## src/rtl/sigmf_pipe.sv

```systemverilog
// Pipelined sigmoid/tanh activation: per-segment 3-term Taylor polynomial on |x|,
// symmetry fold for negative inputs, runtime-loadable coefficient table, valid/ready stream.
module sigmf_pipe #(
  parameter int W          = 16,
  parameter int FRAC       = 10,
  parameter int SEG_BITS   = 3,
  parameter int SEG_W_LOG2 = 0
) (
  input  logic                  clk,
  input  logic                  rst_n,
  input  logic                  in_valid,
  output logic                  in_ready,
  input  logic signed [W-1:0]   in_data,
  input  logic                  in_mode,
  output logic                  out_valid,
  input  logic                  out_ready,
  output logic signed [W-1:0]   out_data,
  input  logic                  cfg_we,
  input  logic [SEG_BITS+1:0]   cfg_addr,
  input  logic signed [W-1:0]   cfg_wdata
);

  localparam int NSEG = 1 << SEG_BITS;
  localparam int NENT = 4 * NSEG;
  localparam int SH   = FRAC + SEG_W_LOG2;
  localparam int D_W  = W + 1;
  localparam int D2_W = 2 * D_W;
  localparam int T2_W = W + D_W;
  localparam int T3_W = W + D2_W;
  localparam int R_W  = W + 2;
  localparam logic signed [R_W-1:0] ONE_R = R_W'(1 << FRAC);

  function automatic logic signed [W-1:0] sat_dbl(input logic signed [W-1:0] x);
    logic [W:0] y;
    y = {x, 1'b0};
    if (y[W] != y[W-1])
      return y[W] ? {1'b1, {(W-1){1'b0}}} : {1'b0, {(W-1){1'b1}}};
    return y[W-1:0];
  endfunction

  // Two's complement magnitude; the most negative value maps to 2^(W-1) unsigned.
  function automatic logic [W-1:0] abs_u(input logic signed [W-1:0] x);
    return x[W-1] ? $unsigned(-x) : $unsigned(x);
  endfunction

  function automatic logic signed [R_W-1:0] clamp_unit(input logic signed [R_W-1:0] v);
    if (v < 0)     return '0;
    if (v > ONE_R) return ONE_R;
    return v;
  endfunction

  logic                 w_adv;
  logic signed [W-1:0]  r_tbl [NENT];

  assign w_adv    = out_ready | ~out_valid;
  assign in_ready = w_adv;

  always_ff @(posedge clk or negedge rst_n) begin
    if (!rst_n) begin
      for (int i = 0; i < NENT; i++) r_tbl[i] <= '0;
    end else if (cfg_we) begin
      r_tbl[cfg_addr] <= cfg_wdata;
    end
  end

  logic r_vld_p1, r_vld_p2, r_vld_p3, r_vld_p4;

  always_ff @(posedge clk or negedge rst_n) begin
    if (!rst_n) begin
      r_vld_p1 <= 1'b0;
      r_vld_p2 <= 1'b0;
      r_vld_p3 <= 1'b0;
      r_vld_p4 <= 1'b0;
    end else if (w_adv) begin
      r_vld_p1 <= in_valid;
      r_vld_p2 <= r_vld_p1;
      r_vld_p3 <= r_vld_p2;
      r_vld_p4 <= r_vld_p3;
    end
  end

  // S1: prescale, magnitude, segment lookup
  logic signed [W-1:0]   w_xp;
  logic [W-1:0]          w_a;
  logic [W-1:0]          w_idx;
  logic [SEG_BITS-1:0]   w_seg;
  logic                  w_sat;

  assign w_xp  = in_mode ? sat_dbl(in_data) : in_data;
  assign w_a   = abs_u(w_xp);
  assign w_idx = w_a >> SH;
  assign w_sat = (w_idx >= W'(NSEG));
  assign w_seg = w_idx[SEG_BITS-1:0];

  logic [W-1:0]         r_a_p1;
  logic                 r_neg_p1, r_sat_p1, r_mode_p1;
  logic signed [W-1:0]  r_mid_p1, r_c0_p1, r_c1_p1, r_c2_p1;

  always_ff @(posedge clk) begin
    if (w_adv) begin
      r_a_p1    <= w_a;
      r_neg_p1  <= w_xp[W-1];
      r_sat_p1  <= w_sat;
      r_mode_p1 <= in_mode;
      r_mid_p1  <= r_tbl[{w_seg, 2'd0}];
      r_c0_p1   <= r_tbl[{w_seg, 2'd1}];
      r_c1_p1   <= r_tbl[{w_seg, 2'd2}];
      r_c2_p1   <= r_tbl[{w_seg, 2'd3}];
    end
  end

  // S2: offset from segment midpoint and its square
  logic signed [D_W-1:0]  w_d;
  logic signed [D2_W-1:0] w_dd;

  assign w_d  = $signed({1'b0, r_a_p1}) - $signed({r_mid_p1[W-1], r_mid_p1});
  assign w_dd = w_d * w_d;

  logic signed [D_W-1:0]  r_d_p2;
  logic signed [D2_W-1:0] r_d2_p2;
  logic signed [W-1:0]    r_c0_p2, r_c1_p2, r_c2_p2;
  logic                   r_neg_p2, r_sat_p2, r_mode_p2;

  always_ff @(posedge clk) begin
    if (w_adv) begin
      r_d_p2    <= w_d;
      r_d2_p2   <= w_dd >>> FRAC;
      r_c0_p2   <= r_c0_p1;
      r_c1_p2   <= r_c1_p1;
      r_c2_p2   <= r_c2_p1;
      r_neg_p2  <= r_neg_p1;
      r_sat_p2  <= r_sat_p1;
      r_mode_p2 <= r_mode_p1;
    end
  end

  // S3: polynomial terms at full product precision
  logic signed [T2_W-1:0] w_p2;
  logic signed [T3_W-1:0] w_p3;

  assign w_p2 = r_c1_p2 * r_d_p2;
  assign w_p3 = r_c2_p2 * r_d2_p2;

  logic signed [R_W-1:0] r_t1_p3, r_t2_p3, r_t3_p3;
  logic                  r_neg_p3, r_sat_p3, r_mode_p3;

  always_ff @(posedge clk) begin
    if (w_adv) begin
      r_t1_p3   <= R_W'(r_c0_p2);
      r_t2_p3   <= R_W'(w_p2 >>> FRAC);
      r_t3_p3   <= R_W'(w_p3 >>> FRAC);
      r_neg_p3  <= r_neg_p2;
      r_sat_p3  <= r_sat_p2;
      r_mode_p3 <= r_mode_p2;
    end
  end

  // S4: sum, clamp, symmetry fold, optional tanh remap
  logic signed [R_W-1:0] w_sum, w_r, w_s, w_o;

  assign w_sum = r_t1_p3 + r_t2_p3 + r_t3_p3;
  assign w_r   = r_sat_p3 ? ONE_R : clamp_unit(w_sum);
  assign w_s   = r_neg_p3 ? ONE_R - w_r : w_r;
  assign w_o   = r_mode_p3 ? (w_s <<< 1) - ONE_R : w_s;

  logic signed [W-1:0] r_out_p4;

  always_ff @(posedge clk or negedge rst_n) begin
    if (!rst_n) begin
      r_out_p4 <= '0;
    end else if (w_adv) begin
      r_out_p4 <= W'(w_o);
    end
  end

  assign out_valid = r_vld_p4;
  assign out_data  = r_out_p4;

endmodule
```

## config.mk

```make
export PLATFORM = sky130hd
export DESIGN_NAME = sigmf_pipe
export DESIGN_NICKNAME = d
export VERILOG_FILES = /design/src/rtl/sigmf_pipe.sv
export SDC_FILE = /design/constraint.sdc
export NUM_CORES = 2
export LEC_CHECK = 0
export ABC_AREA = 1
export CORE_MARGIN = 2
export CORE_UTILIZATION = 55
export CTS_BUF_LIST = sky130_fd_sc_hd__clkbuf_2
export DETAILED_ROUTE_END_ITERATION = 12
export PLACE_DENSITY = 0.74
export SYNTH_ARGS = -nofsm -noshare
export SYNTH_HDL_FRONTEND = slang
export SYNTH_SLANG_ARGS = --single-unit
```

## constraint.sdc

```tcl
create_clock -name clk -period 8.65 [get_ports clk]
set_input_delay 1.2975 -clock clk [delete_from_list [all_inputs] [get_ports clk]]
set_output_delay 1.2975 -clock clk [all_outputs]
set_load 0.01 [all_outputs]
```

==> metrics <==
transition time of the tightest slew-check pin=1.29 ns; number of synthesized flops with an enable pin=230; boundary pin count=61; Area contributors post-synth=fa_1, dfrtp_1, edfxtp_1; Synth Instances=7014; crit start category=flop; Worst slew margin=0.140; Clk pin slew, worst setup/hold paths=0.11 ns; fin nets=8064; Pre-antenna DRT Iters=6; final worst path period share=0.932; cts bufs inserted=194; Worst-Skew Late Latency=1.49 ns; Synth Flop Type=dfrtp_1; Clock Path Buffers=3; post-route ant nets=0; initial antenna violation count=6; Synth Cell Area=62200 sq um; TritonCTS clock tree=yes; Iteration-0 DRC Markers=4006; Routed WL per cell=18.2 um; H-Tree Depth=4; Fmax=124 MHz; Crit Path Class=flop to flop; synthesized flop and latch total=762; Ys Warns=0; # clock sinks=762; skew final=0.156 ns; mean number of vias per cell=5.39; Synth area leader=fa_1; Final Hold Fails=0; status=completed; CP endpoint kind=flop; die width=340 um; hpwl dp=112000 um; die area=116000 sq um; HP Class=flop to flop; Core Box Area=112000 sq um; total grt overflow=0; Slowest cell on crit path=fa_2; setup TNS=0 ns; clock root cell=clkbuf_2; WP data required=9.90 ns; initial core utilization=0.554; setup bufs post-CTS=0; proportion of layout cells with a drive suffix above 1=0.0671; GRT Util Overall=0.280; maximum fanout along the worst path=13; first-pass GRT wire length=255000 um; syn avg cell area=8.87 sq um; post-synthesis sequential area ratio=0.325; count leader, synth=nand2_1; RSZ-0062 raised after global routing=no; WHS Path Cells=0; Max Slew Vio Count=0; Placer Congestion=0.896; Max-Cap Viols=0; Crit path arrival time=9.31 ns; max incr delay on CP=0.65 ns; synth cell count leaders=nand2_1, inv_1, fa_1, o21ai_0, dfrtp_1; Via Count=46500; Tmin final=8.07 ns; Netlist cell types=57; async set or reset register ratio after synthesis=0.698; cells on worst reg2reg path=43; vias in the first global route=47500; Synth Net Count=8097; largest net degree at the start of global routing=177; drc violations=0; DRT Wirelength=157000 um; Synth-to-Final Area Change=5.67%; Rows=123; port buffer count=60; final setup violation count=0; Vert. Die Dim=340 um; CP dominant cell by count=nand2_1; top-area cell type share of the netlist area=0.247
[kinds of logic after synthesis]
group,Yosys count,share of synthesized area
AND/OR/NAND/NOR,2185,0.141
adder cells (fa/ha/maj),1040,0.302
flip-flops,762,0.325
XOR/XNOR,155,0.0224
buffers and inverters,1749,0.109
AO/OA/AOI/OAI,1123,0.101
[critical path, delay by kind of cell, from the launching register on]
family | cells | cell delay [ns]
AOI/OAI and AO/OA | 5 | 0.61
xor gates and xnor gates | 1 | 0.16
adders and majority gates | 9 | 4.14
buffers and inverters | 11 | 0.97
DFF | 1 | 0.37
and+or+nand+nor | 17 | 1.58
[per-layer routing]
metal	GRT usage	routed length, um
met2	0.462	74800
met1	0.371	64200
met3	0.0538	12300
met5	0	53
met4	0.102	5680
[placed cells by master, fill, tap and decap left out, types with 9 or more instances in the layout]
cell type	netlist	final
clkdlybuf4s50_1	0	59
nand2_1	1644	1643
ha_1	271	270
nand3_1	48	48
nand4_1	15	15
clkinv_2	0	9
nor2_1	278	273
buf_4	19	59
dfrtp_1	532	532
xor2_1	76	76
fa_1	769	768
inv_1	1379	1378
clkbuf_2	8	279
a21oi_1	126	126
o21ai_0	609	609
or2_1	87	87
o21ai_1	136	136
a31oi_1	9	9
o211ai_1	203	203
or2_2	68	68
edfxtp_1	230	230
clkinv_1	6	37
nor3_1	23	23
xnor2_1	76	75
[registers in the layout, summed over array words and instances (netlist names), 16 cells and up]
register / flops
r_tbl: 512
r_d2_p2: 24
r_t2_p3: 18
r_t3_p3: 18
r_d_p2: 17
out_data: 16
r_a_p1: 16
r_c0_p1: 16
r_c0_p2: 16
r_c1_p1: 16
r_c1_p2: 16
r_c2_p1: 16
r_c2_p2: 16
r_mid_p1: 16
r_t1_p3: 16
[path summary, 6_finish.rpt]
| path | startpoint | to | slack [ns] |
|---|---|---|---|
| worst max-delay path | r_a_p1[0] | r_d2_p2[22] | 0.58 |
| worst min-delay path | r_c0_p2[14] | r_t1_p3[14] | 0.34 |
| worst max register to register | r_a_p1[0] | r_d2_p2[22] | 0.58 |
| worst min register to register | r_c0_p2[14] | r_t1_p3[14] | 0.34 |
| max in group asynchronous | rst_n | r_tbl[92] | 6.03 |
| min in group asynchronous | rst_n | out_data[14] | 0.35 |
[repair_timing]
action                                  4_1_cts  5_1_grt
endpoints found under the setup margin        0        4
endpoints found under the hold margin        57        0
gates resized for setup                       0        4
hold buffers                                  1        0
[stage by stage]
stage / area (sq um) / hold slack, ns / worst slack [ns] / std cells / util
2_1_floorplan: 62200 / 0.400 / 1.08 / 7014 / -
3_3_place_gp: 63800 / 0.401 / 0.427 / 8284 / 0.568
3_5_place_dp: 63800 / 0.405 / 0.407 / 8284 / 0.568
4_1_cts: 65700 / 0.226 / 0.389 / 8625 / 0.585
5_1_grt: 65800 / 0.294 / 0.00268 / 8627 / 0.585
6_report: 65800 / 0.343 / 0.585 / 8627 / 0.585
[final cells by class]
type	instances	area, sq um
fill	9850	46600
multi-input combinational	4503	35300
sequential	762	20200
inverter	1394	5250
tap	1500	1880
clock buffer	279	1400
timing repair buffer	126	1180
clock inverter	61	536
antenna	2	5.00
Power is not shown: default switching activity piles up to over one toggle a cycle in this logic, so the estimate is an artifact.
